### src/rtl/wb_stage.sv
// rtl/wb_stage.sv - MEM/WB pipeline register and writeback stage (optional macro: WB_RETIRE_CNT_EN)
module wb_stage #(
  parameter int              XLEN    = 32,
  parameter logic [XLEN-1:0] RST_PC4 = 32'h0000_0004
) (
  input  logic            clk,
  input  logic            rst,
  input  logic            tick_tock,
  input  logic            stall,
  input  logic            flush,
  input  logic            mem_valid,
  input  logic            mem_regwrite,
  input  logic [4:0]      mem_rd,
  input  logic [1:0]      mem_wbsel,
  input  logic [2:0]      mem_funct3,
  input  logic [1:0]      mem_addr_lo,
  input  logic [XLEN-1:0] mem_alu,
  input  logic [XLEN-1:0] mem_load,
  input  logic [XLEN-1:0] mem_pc4,
  input  logic [XLEN-1:0] mem_imm,
  output logic [4:0]      writereg_addr,
  output logic [XLEN-1:0] writedata,
  output logic            regwrite,
  output logic            wb_valid,
  output logic            misalign_err
`ifdef WB_RETIRE_CNT_EN
  ,
  output logic [31:0]     retire_count
`endif
);

  localparam logic [1:0] WB_ALU  = 2'b00;
  localparam logic [1:0] WB_LOAD = 2'b01;
  localparam logic [1:0] WB_PC4  = 2'b10;
  localparam logic [1:0] WB_IMM  = 2'b11;

  logic            cap;
  logic            wb_valid_q;
  logic            wb_regwrite_q;
  logic [4:0]      wb_rd_q;
  logic [1:0]      wb_wbsel_q;
  logic [2:0]      wb_funct3_q;
  logic [1:0]      wb_addr_lo_q;
  logic [XLEN-1:0] wb_alu_q;
  logic [XLEN-1:0] wb_load_q;
  logic [XLEN-1:0] wb_pc4_q;
  logic [XLEN-1:0] wb_imm_q;
  logic            misalign_err_q;

  logic [7:0]      load_byte;
  logic [15:0]     load_half;
  logic [XLEN-1:0] load_fmt;
  logic            load_misaligned;
  logic            load_illegal;
  logic            load_fault;

  // The stage only moves on the capture phase, and a stall freezes it even then.
  assign cap = tick_tock & ~stall;

  // Pipeline register: a flush drops the incoming instruction to a bubble.
  always_ff @(posedge clk or negedge rst) begin
    if (!rst) begin
      wb_valid_q    <= 1'b0;
      wb_regwrite_q <= 1'b0;
      wb_rd_q       <= '0;
      wb_wbsel_q    <= '0;
      wb_funct3_q   <= '0;
      wb_addr_lo_q  <= '0;
      wb_alu_q      <= '0;
      wb_load_q     <= '0;
      wb_pc4_q      <= RST_PC4;
      wb_imm_q      <= '0;
    end else if (cap) begin
      if (flush) begin
        wb_valid_q    <= 1'b0;
        wb_regwrite_q <= 1'b0;
      end else begin
        wb_valid_q    <= mem_valid;
        wb_regwrite_q <= mem_regwrite;
        wb_rd_q       <= mem_rd;
        wb_wbsel_q    <= mem_wbsel;
        wb_funct3_q   <= mem_funct3;
        wb_addr_lo_q  <= mem_addr_lo;
        wb_alu_q      <= mem_alu;
        wb_load_q     <= mem_load;
        wb_pc4_q      <= mem_pc4;
        wb_imm_q      <= mem_imm;
      end
    end
  end

  // Lane extraction and fault detection for the registered load.
  always_comb begin
    load_byte       = wb_load_q[7:0];
    load_half       = wb_addr_lo_q[1] ? wb_load_q[31:16] : wb_load_q[15:0];
    load_fmt        = '0;
    load_misaligned = 1'b0;
    load_illegal    = 1'b0;
    case (wb_addr_lo_q)
      2'd0:    load_byte = wb_load_q[7:0];
      2'd1:    load_byte = wb_load_q[15:8];
      2'd2:    load_byte = wb_load_q[23:16];
      default: load_byte = wb_load_q[31:24];
    endcase
    case (wb_funct3_q)
      3'b000: load_fmt = {{(XLEN-8){load_byte[7]}}, load_byte};
      3'b100: load_fmt = {{(XLEN-8){1'b0}}, load_byte};
      3'b001: begin
        load_fmt        = {{(XLEN-16){load_half[15]}}, load_half};
        load_misaligned = wb_addr_lo_q[0];
      end
      3'b101: begin
        load_fmt        = {{(XLEN-16){1'b0}}, load_half};
        load_misaligned = wb_addr_lo_q[0];
      end
      3'b010: begin
        load_fmt        = wb_load_q;
        load_misaligned = (wb_addr_lo_q != 2'd0);
      end
      default: load_illegal = 1'b1;
    endcase
  end

  // Only the load source can fault; other sources ignore funct3/addr_lo.
  assign load_fault = (wb_wbsel_q == WB_LOAD) & (load_misaligned | load_illegal);

  // Writeback source select; a faulting load writes zero.
  always_comb begin
    writedata = wb_alu_q;
    case (wb_wbsel_q)
      WB_ALU:  writedata = wb_alu_q;
      WB_LOAD: writedata = load_fault ? '0 : load_fmt;
      WB_PC4:  writedata = wb_pc4_q;
      WB_IMM:  writedata = wb_imm_q;
      default: writedata = wb_alu_q;
    endcase
  end

  assign writereg_addr = wb_rd_q;
  assign wb_valid      = wb_valid_q;
  assign regwrite      = wb_valid_q & wb_regwrite_q & (wb_rd_q != 5'd0) & ~load_fault;

  // Sticky fault flag, set as the faulting load leaves the stage.
  always_ff @(posedge clk or negedge rst) begin
    if (!rst) begin
      misalign_err_q <= 1'b0;
    end else if (cap && wb_valid_q && load_fault) begin
      misalign_err_q <= 1'b1;
    end
  end

  assign misalign_err = misalign_err_q;

`ifdef WB_RETIRE_CNT_EN
  logic [31:0] retire_count_q;

  // Count clean instructions as they leave; bubbles (incl. flushed ones) never count.
  always_ff @(posedge clk or negedge rst) begin
    if (!rst) begin
      retire_count_q <= '0;
    end else if (cap && wb_valid_q && !load_fault && (retire_count_q != 32'hFFFF_FFFF)) begin
      retire_count_q <= retire_count_q + 32'd1;
    end
  end

  assign retire_count = retire_count_q;
`endif

endmodule

### config.mk
export PLATFORM = sky130hd
export DESIGN_NAME = wb_stage
export DESIGN_NICKNAME = d
export VERILOG_FILES = /design/src/rtl/wb_stage.sv
export SDC_FILE = /design/constraint.sdc
export NUM_CORES = 1
export LEC_CHECK = 0
export CORE_AREA = 2 2 139 141
export DETAILED_ROUTE_END_ITERATION = 10
export DIE_AREA = 0 0 141 143
export SLEW_MARGIN = 30
export SYNTH_ARGS = -nofsm -noshare
export SYNTH_HDL_FRONTEND = slang
export SYNTH_SLANG_ARGS = --single-unit
### constraint.sdc
create_clock -name clk -period 2.37 [get_ports clk]
set_input_delay 0.237 -clock clk [delete_from_list [all_inputs] [get_ports clk]]
set_output_delay 0.237 -clock clk [all_outputs]
set_load 0.03 [all_outputs]
Word level (Yosys, flattened, before mapping)
Cells that the tools add are included.
Word-level totals
  register bits after elaboration: 143
  bits in latches: 0
  bits in writable memories: 0
  bits in read-only memories: 0
  input port bits: 147
  output and inout bits: 40
  word-level logic and storage cells: 48
  memories kept: 0
Operators by class
  $add $sub $neg: 0
  multiply operators: 0
  divide/modulo/power cells: 0
  magnitude comparators: 0
  eq/ne operators: 9
  shifts and indexed selects: 0
  mux-type cells: 9
  bitwise logic cells: 9
  reductions and logical operators: 10
Operators with widths (number)
  32-bit case mux with 5 select lines: 1
  32-bit case mux with 4 select lines: 1
  32-bit 2-to-1 mux: 1
  8-bit case mux with 3 select lines: 1
  16-bit 2-to-1 mux: 1
  2-bit equality test (second input constant): 3
  3-bit equality test (second input constant): 2
  1-bit AND: 5
  5-bit nonzero test: 1
  5-bit OR reduction: 1
  2-bit by 1-bit equality test with 1-bit output (second input constant): 2
  2-bit logical NOT: 2
  3-bit by 1-bit equality test with 1-bit output (second input constant): 1
  3-bit by 2-bit equality test with 1-bit output (second input constant): 1
  3-bit logical NOT: 1
  1-bit 2-to-1 mux: 3
  1-bit inverter: 3
  1-bit logical AND: 2
  1-bit case mux with 2 select lines: 1
  2-bit AND reduction: 1
  2-bit nonzero test: 1
  2-bit OR reduction: 1
  1-bit OR: 1

Depth between registers and ports, before layout
Gate-level depths: netlist of run 1.
  depth in word-level cells: 7
  gate-level depth with buffers: 7
  depth with buffers taken out: 4

Worst setup path after synthesis of run 1
Ideal clock, no wire load.
  path type: reg2out
  from: reg wb_addr_lo_q[1]
  to: out writedata[14]
  arrival: 2085 ps
  data required time: 2133 ps
  setup slack: 48 ps
  stages on the path, launching flop included: 7
  path buffers: 2
  cells stage by stage: dfrtp_1 buf_6 or4_4 a21oi_1 buf_4 o21ai_0 a21oi_1
On the way
  cells in the longest elaborated chain, start to end: 6
  elaborated cells on any way between the ends: 12
  classes of those cells: 2 x eq/ne; 6 x mux; 2 x bitwise; 2 x reduce/logical
Ends and longest elaborated chain
  start, declared: line 43  | logic [1:0] wb_addr_lo_q;
  start signal, assigned: line 83  | wb_addr_lo_q <= mem_addr_lo;
  parallel branches: the longest is 4 deep, another holds 32-bit case mux with 5 select lines
  32-bit 2-to-1 mux (*): line 132  | WB_LOAD: writedata = load_fault ? '0 : load_fmt;
  32-bit case mux with 4 select lines (*): line 130  | case (wb_wbsel_q)
  end, declared: line 22  | output logic [XLEN-1:0] writedata,
Mark *: on every way between the ends.

Final worst setup path of run 1
  from: reg wb_funct3_q[0]
  to: out writedata[18]
On the way
  cells in the longest elaborated chain, start to end: 7
  elaborated cells on any way between the ends: 14
  classes of those cells: 4 x eq/ne; 5 x mux; 2 x bitwise; 3 x reduce/logical
Ends and longest elaborated chain
  start, declared: line 42  | logic [2:0] wb_funct3_q;
  start signal, assigned: line 82  | wb_funct3_q <= mem_funct3;
  3-bit equality test, or another cell as far along: line 105  | case (wb_funct3_q)
  2-bit OR reduction (no source line) / 5-bit OR reduction (equally long branches)
  1-bit case mux with 2 select lines / 1-bit 2-to-1 mux (equally long branches): line 105
  1-bit OR: line 125  | assign load_fault = (wb_wbsel_q == WB_LOAD) & (load_misaligned | load_illegal);
  1-bit AND: line 125
  32-bit 2-to-1 mux (*): line 132
  32-bit case mux with 4 select lines (*): line 130
Mark *: on every way between the ends. The rest lies on a longest branch, timed or not.

==> results of run 1 <==
-- cell type report --
| cell class | count | area, um2 |
|---|---|---|
| flip-flops and latches | 143 | 3580 |
| well taps | 234 | 293 |
| clock buffers | 18 | 429 |
| multi-input cells | 394 | 3260 |
| clock inverters | 14 | 190 |
| diodes | 1 | 2.50 |
| inverters | 2 | 7.51 |
| repair buffers | 211 | 2080 |
| fillers | 1569 | 8740 |
-- path summary, 6_finish.rpt --
kind                                        startpoint                  endpoint  slack (ps)  cells past startpoint
min in group clk                           mem_pc4[18]  wb_pc4_q[18]$_DFFE_PN0P_         420                      2
hold / removal                                     rst   wb_alu_q[8]$_DFFE_PN0P_         370                      2
setup / recovery            wb_funct3_q[0]$_DFFE_PN0P_             writedata[18]        -190                      5
setup reg to reg           wb_addr_lo_q[1]$_DFFE_PN0P_  misalign_err$_DFFE_PN0P_         930                      4
max in group asynchronous                          rst   wb_alu_q[2]$_DFFE_PN0P_        1270                      3
hold reg to reg               misalign_err$_DFFE_PN0P_  misalign_err$_DFFE_PN0P_         480                      1
-- registers in the layout (all words and copies together), names as in the netlist --
name / count
wb_addr_lo_q: 2
wb_funct3_q: 3
wb_pc4_q: 32
misalign_err: 1
wb_alu_q: 32
wb_load_q: 32
wb_valid: 1
wb_imm_q: 32
wb_regwrite_q: 1
wb_wbsel_q: 2
writereg_addr: 5
-- per-layer routing --
metal	GRT usage (%)	wire length, um	part of all wire (%)	vias to the layer above
li1	-	-	-	2517
met1	27.4	9150	43	2798
met2	34.1	10200	48	194
met3	5.20	1350	6.4	23
met4	7.11	383	1.8	0
met5	0	0	0	-
-- kinds of logic (layout without fill, tap and decap cells) --
| logic type | count (synthesis) | count (layout) | synth area share, % |
|---|---|---|---|
| AO/OA/AOI/OAI | 120 | 121 | 11.6 |
| buffers and inverters | 49 | 245 | 3.15 |
| AND/OR/NAND/NOR | 124 | 124 | 8.36 |
| multiplexers | 149 | 149 | 25.4 |
| other | 0 | 1 | 0 |
| flip-flops | 143 | 143 | 51.4 |
-- power groups by stage --
| stage | sequential, mW | clock, mW | combinational [mW] |
|---|---|---|---|
| 2_1_floorplan | 3.21 | 0 | 1.79 |
| 3_3_place_gp | 3.28 | 0 | 2.87 |
| 3_5_place_dp | 3.30 | 0 | 2.90 |
| 4_1_cts | 3.26 | 2.88 | 3.03 |
| 5_1_grt | 3.32 | 2.99 | 3.24 |
| 6_report | 3.26 | 2.82 | 3.05 |
-- stage by stage --
| stage | worst slack, ps | hold slack, ps |
|---|---|---|
| 2_1_floorplan | 48.0 | -58.6 |
| 3_3_place_gp | 192 | 274 |
| 3_5_place_dp | 115 | 281 |
| 4_1_cts | -198 | 403 |
| 5_1_grt | -263 | 405 |
| 6_report | -186 | 374 |
-- cell usage after synthesis, drive strengths merged (2+ instances only) --
cell       n  area [um2]
nor4bb     3        30.0
nand2b     5        31.3
clkbuf    29         109
buf       18         103
a221oi     8        70.1
nor2      28         105
and4bb     4        50.1
a21oi     34         170
nor2b      8        50.1
o21ai     17        85.1
o22a      16         141
or2        2        12.5
nand2     67         251
a31oi     16         100
a2bb2oi    8        70.1
mux4       8         184
dfrtp    142        3550
mux2     140        1580
o22ai      8        50.1
and3       2        12.5
or4        2        18.8
inv        2        7.51
a221o      7        70.1
-- what timing repair did --
action                                 CTS  global route
pin swaps                                0             1
gates resized for setup                 32             8
hold buffers                             1             0
endpoints found under the hold margin   63             0
cloned                                   0             1
setup endpoints to repair               33            33
-- cell usage in the layout (no fill, tap or decap), drive strengths merged, types with 3 or more instances in the layout --
cell type and n:
nor2 28, and4bb 4, clkdlybuf4s50 152, a221o 7, nand2b 5, clkinvlp 5
a2bb2oi 8, clkbuf 18, o22a 16, nand2 67, a221oi 8, a31oi 16
dfrtp 142, inv 4, mux2 140, o21ai 17, nor2b 8, clkinv 3
nor4bb 3, o22ai 8, a21oi 34, mux4 8, buf 57, bufinv 4
-- worst reg2reg max path, delay by kind of cell, from the launching register on --
| family | cells | cell delay, ps |
|---|---|---|
| AND/OR/NAND/NOR | 2 | 450 |
| flip-flops | 1 | 410 |
| AO/OA/AOI/OAI | 1 | 260 |
| buffers and inverters | 1 | 200 |
==> impl_results.md, run 1 <==
* Outcome: finished, violations left
* Failing checks: setup timing
* Post-Route Utilization at between 50% and 60%
* CTS tree: built
* Number of buffers added by the clock tree synthesis step at 17
* Post-CTS clock slew at the launch and capture registers of the worst setup and hold paths at 60 ps
* Transition time at the pin with the least slew margin at roughly 630 ps
* Inst Count DP at about 980
* Cell at the slowest stage of the critical path: sky130_fd_sc_hd__or4_4
* Routed wire length at between 20000 and 25000 um
* Distinct cell type count of the synthesized netlist at 40
* Final cell area excluding filler cells at approximately 10000 um2
* Number of buffers added on ports at around 190
* Vias in the first global route at approximately 5700
* Insertion delay of the later-clocked pin in the worst-skew pair at ~430 ps
* Maximum vdd drop at approximately 0.47 mV
* Least setup slack across all paths after layout at -186 ps
* Total routing usage reported by global routing at 20.9%
* Syn Std Cell Area at a little under 7000 um2
* Setup CP Type: reg2out
* Synth Register Bits at ~140
* Post CTS Setup Buffer Count at 0
* Critical path buffers and inverters at 1
* Final standard cell count with taps included and fillers excluded at approximately 1000
* WL per Instance at 20.7 um
* Final Cycle Share at 108%
* Pin count of the biggest net entering global routing at between 70 and 80
* Area after detailed placement at 9060 um2
* Async set or reset register ratio after synthesis at 100%
* Last weighted congestion value of the routability-driven placer at 0.887
* Power density of the placed cells at 928 nW/um2
* Half-perimeter wire length of the detailed placement result at between 15000 and 20000 um
* Core region area at approximately 19000 um2
* Number of DRC violations after detailed routing at 0
* Vertical extent of the die at ~140 um
* Cells after synthesis at between 500 and 600
* First drt pass iteration count at 5
* IO Pins at 187
* Clock sink count at 143
* Synthesis-to-layout area growth at 41.5%
* Post-route antenna net violation count at 0
* Average footprint of a synthesized cell at 11.9 um2
* Via total after detailed routing at 5532
* Prevailing post-synth register cell: sky130_fd_sc_hd__dfrtp_1
* Proportion of power drawn by the clock network at a little under a third
* Number of buffers on the longest clock path at 2
* Finish-stage setup viols at 32
* Number of maximum-capacitance violations at 0
* Cells along the critical path: or4_4 > a211o_4 > a31oi_2 > o22a_1 > buf_4
* Reported net switching power at between 2 and 3 mW
* CP Launch Type: register
* Number of synthesized flops with an enable pin at 0
* Fraction of power spent switching nets at ~33%
* Hold Violations, Final at 0
* Internal power component at a little over 6 mW
* Global-route congestion overflow total at 0
* Portion of total power attributed to sequential cells at between 30% and 40%
* Sequential element share of the synthesized area at between 50 and 60%
* Setup tns final at -4290 ps
* X dimension of the die at about 140 um
* Layout cells sized above 1 at between 30% and 40%
* Worst path arrival time at 2320 ps
* Root buffer cell: sky130_fd_sc_hd__clkbuf_16
* Net count of the finished layout at approximately 900
* H-Tree Level Count at 4
* Placement row count at 50
* Slew Limit Fails at 0
* Top Family by Delay on Critical Path: compound AO/OA/AOI/OAI gates
* Initial antenna violation count at 1
* Number of DRC markers after the initial detailed-route iteration at between 400 and 500
* Synth Warn # at 0
* Slowest Stage Delay on Critical Path at between 500 and 600 ps
* Die Area at around 20000 um2
* Global-route wire length before repair at 31900 um
* Headroom to the max-slew limit at slightly below 60%
* Post-layout min period at between 2000 and 3000 ps
* Final worst clock skew at 13.3 ps
* Static leakage at between 3 and 4 nW
* Avg Vias per Cell at 5.44
* Synthesized net count at ~730
* Hold Path Class: in2async
* Kind of end point of the critical path: output port
* Data required time of the worst path at about 2100 ps
* Combinational share of power at 33.4%
* Highest clock rate at about 390 MHz
* RSZ-0062 raised after global routing: true
* Power Total at around 9.1 mW
* Worst Path Max Fanout at 8
* Starting utilization of the core area at a little under two fifths
Power figures use the tool's default switching activity.
==> run 2, diff against run 1 <==
Settings changed: ABC_AREA set to 1, CORE_AREA 2 2 139 141 to 10 10 152 154, DIE_AREA 0 0 141 143 to 0 0 162 164, GPL_TIMING_DRIVEN set to 0.
==> run 2 against run 1 <==
Effect of this change: the flow now finishes without violations; final cell count is 34% higher; register-to-register slack better by 170 ps; maximum frequency is 13% higher; worst hold slack worse by 46 ps; final area is 5.6% higher; clock-buffer cell count is 1 higher.
==> impl_results.md, run 2 <==
* X dimension of the die at 162 um (was 141 um)
* Via total after detailed routing at 6615 (was 5532)
* Most frequent CP cell: sky130_fd_sc_hd__nand2_1
* Async set or reset register ratio after synthesis at 100% (unchanged)
* Setup tns final at 0 ps (was -4290 ps)
* Number of DRC markers after the initial detailed-route iteration at 394 (was 438)
* Wl on met1 at 10500 um (was 9150 um)
* Kind of end point of the critical path: output port (unchanged)
* Share of Yosys cell area claimed by the top area cell type at 47.1% (was 51.1%)
* Highest clock rate at 442 MHz (was 391 MHz)
* Area after detailed placement at 9780 um2 (was 9060 um2)
* Cells along the critical path: inv_4 > nand2_4 > nor2_2 > nand3_4 > buf_4 > nand2_1 > nand2_1 > nand3b_1 > buf_6 (was or4_4 > a211o_4 > a31oi_2 > o22a_1 > buf_4)
* H-Tree Level Count at 4 (unchanged)
* Post-layout min period at 2260 ps (was 2560 ps)
* Main area contributors after synthesis: sky130_fd_sc_hd__dfrtp_1 (47%), sky130_fd_sc_hd__nand2_1 (11%), sky130_fd_sc_hd__mux2_2 (11%), sky130_fd_sc_hd__nand3_1 (8.3%), sky130_fd_sc_hd__mux2_1 (5.5%) (was sky130_fd_sc_hd__dfrtp_1 (51%), sky130_fd_sc_hd__mux2_2 (23%), sky130_fd_sc_hd__nand2_1 (3.6%), sky130_fd_sc_hd__a21oi_1 (2.4%), sky130_fd_sc_hd__mux4_2 (2.3%))
* Avg Vias per Cell at 4.85 (was 5.44)
* Ranking of synthesized cells by instance count: sky130_fd_sc_hd__nand2_1 (220), sky130_fd_sc_hd__dfrtp_1 (142), sky130_fd_sc_hd__nand3_1 (125) (was sky130_fd_sc_hd__dfrtp_1 (142), sky130_fd_sc_hd__mux2_2 (140), sky130_fd_sc_hd__nand2_1 (67))
* Worst hold slack across all endpoints at 328 ps (was 374 ps)
* Final worst clock skew at 8.74 ps (was 13.3 ps)
* Transition time at the pin with the least slew margin at 538 ps (was 634 ps)
* Final cell area excluding filler cells at 10400 um2 (was 9840 um2)
* Initial antenna violation count at 3 (was 1)
* Number of maximum-capacitance violations at 0 (unchanged)
* Detail Route met3 WL at 1730 um (was 1350 um)
* First drt pass iteration count at 4 (was 5)
* Setup CP Type: reg2out (unchanged)
* Power Total at 8.50 mW (was 9.14 mW)
* Commonest cells after routing, fill and taps aside: sky130_fd_sc_hd__nand2_1 (219), sky130_fd_sc_hd__clkdlybuf4s50_1 (152), sky130_fd_sc_hd__dfrtp_1 (141) (was sky130_fd_sc_hd__clkdlybuf4s50_1 (152), sky130_fd_sc_hd__dfrtp_1 (142), sky130_fd_sc_hd__mux2_2 (140))
* Leading cell type in the layout, fill and taps excluded: sky130_fd_sc_hd__nand2_1 (was sky130_fd_sc_hd__clkdlybuf4s50_1)
* Number of buffers added on ports at 186 (unchanged)
* Die Area at 26600 um2 (was 20200 um2)
* Prevailing post-synth register cell: sky130_fd_sc_hd__dfrtp_1 (unchanged)
* Placement row count at 52 (was 50)
* Final Cycle Share at 95.5% (was 108%)
* Worst path arrival time at 2030 ps (was 2320 ps)
* Distinct cell type count of the synthesized netlist at 24 (was 40)
* Cell at the slowest stage of the critical path: sky130_fd_sc_hd__dfrtp_1 (was sky130_fd_sc_hd__or4_4)
* Highest signal layer in the routed design: met5 (was met4)
* Sequential element share of the synthesized area at 47.4% (was 51.4%)
* Post-CTS clock slew at the launch and capture registers of the worst setup and hold paths at 60 ps (about the same)
* Insertion delay of the later-clocked pin in the worst-skew pair at 430 ps (about the same)
* Pin count of the biggest net entering global routing at 83 (was 78)
* Number of synthesized flops with an enable pin at 0 (unchanged)
* CTS tree: built (unchanged)
* Routed wire length at 25300 um (was 21100 um)
* Slowest Stage Delay on Critical Path at 440 ps (was 580 ps)
* Post-Route Utilization at 51.9% (was 53.0%)
* Half-perimeter wire length of the detailed placement result at 19600 um (was 15100 um)
* Data required time of the worst path at 2130 ps (about the same)
* Starting utilization of the core area at 37.7% (was 37.4%)
* Number of DRC violations after detailed routing at 0 (unchanged)
* Critical path buffers and inverters at 3 (was 1)
* Number of buffers added by the clock tree synthesis step at 17 (unchanged)
* Worst Path Max Fanout at 10 (was 8)
* Syn Std Cell Area at 7550 um2 (was 6960 um2)
* Post-route antenna net violation count at 0 (unchanged)
* Last weighted congestion value of the routability-driven placer at 0.898 (was 0.887)
* Hold Path Class: in2async (unchanged)
* WL per Instance at 18.5 um (was 20.7 um)
* Static leakage at 4.99 nW (was 4.00 nW)
* Synth Register Bits at 143 (unchanged)
* Total routing usage reported by global routing at 19.2% (was 20.9%)
* Vertical extent of the die at 164 um (was 143 um)
* Layout cells sized above 1 at 19.6% (was 33.2%)
* Synth Warn # at 0 (unchanged)
* Number of buffers on the longest clock path at 2 (unchanged)
* CP Launch Type: register (unchanged)
* Hold Violations, Final at 0 (unchanged)
* Finish-stage setup viols at 0 (was 32)
* Global-route wire length before repair at 39200 um (was 31900 um)
* Synthesis-to-layout area growth at 37.7% (was 41.5%)
* Global-route congestion overflow total at 0 (unchanged)
* Slew Limit Fails at 0 (unchanged)
* Root buffer cell: sky130_fd_sc_hd__clkbuf_16 (unchanged)
* Power density of the placed cells at 817 nW/um2 (was 928 nW/um2)
* Net count of the finished layout at 1226 (was 916)
* Synthesized net count at 1014 (was 732)
* Outcome: completed (was finished, violations left)
* Core region area at 20000 um2 (was 18600 um2)
* Clock sink count at 143 (unchanged)
* Routed met2 length at 12200 um (was 10200 um)
* Maximum vdd drop at 0.477 mV (was 0.471 mV)
* Vias in the first global route at 6840 (was 5720)
* Post-synth top area cell: sky130_fd_sc_hd__dfrtp_1 (unchanged)
* IO Pins at 187 (unchanged)
* Average footprint of a synthesized cell at 8.71 um2 (was 11.9 um2)
* Most frequent cell after synthesis: sky130_fd_sc_hd__nand2_1 (was sky130_fd_sc_hd__dfrtp_1)
* Headroom to the max-slew limit at 64.1% (was 57.7%)
* Cells after synthesis at 867 (was 585)
* Top Family by Delay on Critical Path: simple AND/OR/NAND/NOR gates (was compound AO/OA/AOI/OAI gates)
## run 2: cell count changes in the layout (fill, tap and decap cells not counted), sizes merged, moves of 9 or more
cell / previous run / this run
a31oi: 16 / 0
nand2: 67 / 224
nand3: 0 / 126
inv: 4 / 75
o22a: 16 / 0
nor2: 28 / 85
mux2: 140 / 110
nand3b: 0 / 14
clkbuf: 18 / 46
o21ai: 17 / 8
## run 2: report_power, final
group          switching [mW]  internal [mW]
clock network            1.14           1.52
logic                    1.57           1.10
registers               0.282           2.89
## run 2: what timing repair did
action / in CTS / in global routing
resized for setup: 176 / 53
setup buffers: 6 / 1
pin swaps: 5 / 2
setup endpoints to repair: 33 / 32
endpoints found under the hold margin: 61 / 0
hold buffers: 1 / 0
## run 2: layer usage
layer	vias up	global-route usage [%]
li1	3233	-
met1	3132	23.1
met2	208	31.2
met3	40	5.88
met4	2	8.19
met5	-	0
## run 2: cell families after synthesis
group / count (synthesis) / share of synthesized area (%)
buf+inv: 123 / 7.31
mux: 110 / 16.4
simple gates: 452 / 26.3
flops: 143 / 47.4
compound gates: 39 / 2.59
## run 2: path summary, 6_finish.rpt
kind / start / to / slack [ps] / cells after the start
setup / recovery: wb_funct3_q[0]$_DFFE_PN0P_ / writedata[15] / 110 / 9
min in group clk: mem_regwrite / wb_regwrite_q$_DFFE_PN0P_ / 350 / 3
hold reg to reg: misalign_err$_DFFE_PN0P_ / misalign_err$_DFFE_PN0P_ / 480 / 2
max in group asynchronous: rst / wb_pc4_q[2]$_DFFE_PN1P_ / 1230 / 3
hold / removal: rst / wb_load_q[21]$_DFFE_PN0P_ / 330 / 2
setup reg to reg: wb_wbsel_q[1]$_DFFE_PN0P_ / wb_wbsel_q[1]$_DFFE_PN0P_ / 1100 / 3
## run 2: stage by stage
step / setup WS [ps] / instances
after global routing: -3.03 / 1363
after CTS: 12.9 / 1363
after detailed placement: -217 / 1324
final: 108 / 1363
after floorplan: 731 / 867
after global placement: -5140 / 1323
## run 2: final cells by class
type | count | area [um2]
fillers | 1972 | 9640
flip-flops and latches | 143 | 3580
multi-input cells | 601 | 3460
repair buffers | 195 | 1840
clock buffers | 19 | 453
well taps | 270 | 338
plain buffers | 51 | 334
inverters | 70 | 268
clock inverters | 13 | 125
diodes | 1 | 2.50
==> RTL edit (settings of run 2) <==
The parameter `XLEN` goes from 32 to 36.
--- a/src/rtl/wb_stage.sv
+++ b/src/rtl/wb_stage.sv
@@ -1,6 +1,6 @@
 // rtl/wb_stage.sv - MEM/WB pipeline register and writeback stage (optional macro: WB_RETIRE_CNT_EN)
 module wb_stage #(
-  parameter int              XLEN    = 32,
+  parameter int              XLEN    = 36,
   parameter logic [XLEN-1:0] RST_PC4 = 32'h0000_0004
 ) (
   input  logic            clk,
Interface: changed (5 resized); port bits go from 187 to 207. The function was not compared with the original's and may differ.
==> RTL edit against run 2 <==
Core utilization rose by 5.4 points. Area after synthesis rose by 8.2%. Hold slack got worse by 0.097 ns. Sequential cell count rose by 16. Clock power rose by 6%. Final area rose by 10%. Synthesized cell count rose by 0.81%. Combinational power rose by 20%. Largest power group unchanged. Sequential power rose by 12%. Power rose by 13%. Critical endpoint is now writedata[19]. Critical path depth rose by 2. Wire length rose by 8.1%. Worst setup slack got worse by 0.066 ns.
==> RTL edit: results <==
status:
  status: "finished, final reports clean"
route:
  iteration_0_drc_count_of_the_detailed_router: 437
  detail_route.wl_per_cell_um: 19.4
  route.final.wire_length_um: 27300
  detail_route.first_pass.iterations: 5
global_routing:
  groute.layer.met1.usage: 0.263
  number_of_antenna_violations_at_the_first_check_in_global_routing: 4
  grt_max_degree: 72
  via_count_of_the_first_global_routing_pass: 7139
  gr_util_all_layers: 0.204
  met3_usage: 0.0491
  grtUsageMet2: 0.333
  global_route_wire_length_before_repair_um: 42100
logic_synthesis:
  synthTopCellsByArea: "sky130_fd_sc_hd__dfrtp_1 48%, sky130_fd_sc_hd__mux2_2 20%, sky130_fd_sc_hd__nand2_1 10%, sky130_fd_sc_hd__nand3_1 9.6%, sky130_fd_sc_hd__inv_1 2.8%"
  synth_compound_gate_area_share: 0.0208
  post_synth_most_frequent_cells: "227 x sky130_fd_sc_hd__nand2_1, 158 x sky130_fd_sc_hd__dfrtp_1, 157 x sky130_fd_sc_hd__nand3_1"
  synth.cell_area_sq_mm: 0.00817
  seq_area_frac_synth: 0.487
  synthMuxAreaShare: 0.197
  yosys.cell_types.count: 25
  synth.net_count: 1037
  synth_cells: 874
cells_and_area:
  area_share_clock_buf_inv: 0.0518
  multi_input_comb_cells: 598
  seq_area_frac: 0.347
  n_antenna_cell: 3
  nonClockInverterCount: 64
  seq_cells: 159
  layout.buffer.nonclock.area_share: 0.221
  non_clock_buffer_count: 279
  multi_input_area_share: 0.328
  final.clkbuf_count: 19
  num-fill-cells: 1911
  finish.net_count: 1282
  post_route_cells_drive_above_1_share: 0.280
  multi_input_gate_area_sq_mm: 0.00376
critical_path:
  max_stage_delay_ns: 0.37
  critical_path_arrival_ns: 2.09
  critPathTopFamily: "buffers and inverters"
  critPathMaxFanout: 5
power:
  combinational_share_of_power: 0.334
  p_sw_frac: 0.349
  leakage_nw: 5.38
  vdd_drop_max_uv: 462
  clock_power_frac: 0.294
placed_design:
  placement_cell_area_sq_mm: 0.0106
  port-buffer-count: 206
  routabilityCongestion: 0.951
  dpl_worst_slack_ns: -0.346
  numPlacedInstances: 1352
  dp_hpwl_um: 21000
timing:
  worstMarginPinSlew_ns: 0.474
  fin_skew_ns: 0.00690
[RTL edit: repair_timing]
action | in CTS | in global routing
setup buffers | 8 | 7
gates cloned | 3 | 0
hold buffers | 1 | 0
pin swaps | 4 | 6
resized for setup | 204 | 92
hold endpoints to repair | 92 | 0
setup endpoints to repair | 37 | 35
[RTL edit: routing by layer]
metal / vias to the layer above / routed length (um)
li1: 3382 / -
met1: 3404 / 11900
met2: 177 / 13400
met3: 32 / 1540
met4: 0 / 458
met5: - / 0
[RTL edit: final timing paths]
| kind | start | to | slack, ns | cells after the start |
|---|---|---|---|---|
| setup / recovery | wb_addr_lo_q[0] | writedata[19] | 0.04 | 11 |
| min in group clk | mem_valid | wb_valid | 0.37 | 3 |
| hold / removal | rst | wb_imm_q[29] | 0.23 | 2 |
| hold reg to reg | misalign_err | misalign_err | 0.46 | 2 |
| max in group asynchronous | rst | wb_funct3_q[0] | 1.48 | 3 |
| setup reg to reg | wb_addr_lo_q[0] | misalign_err | 1.08 | 8 |
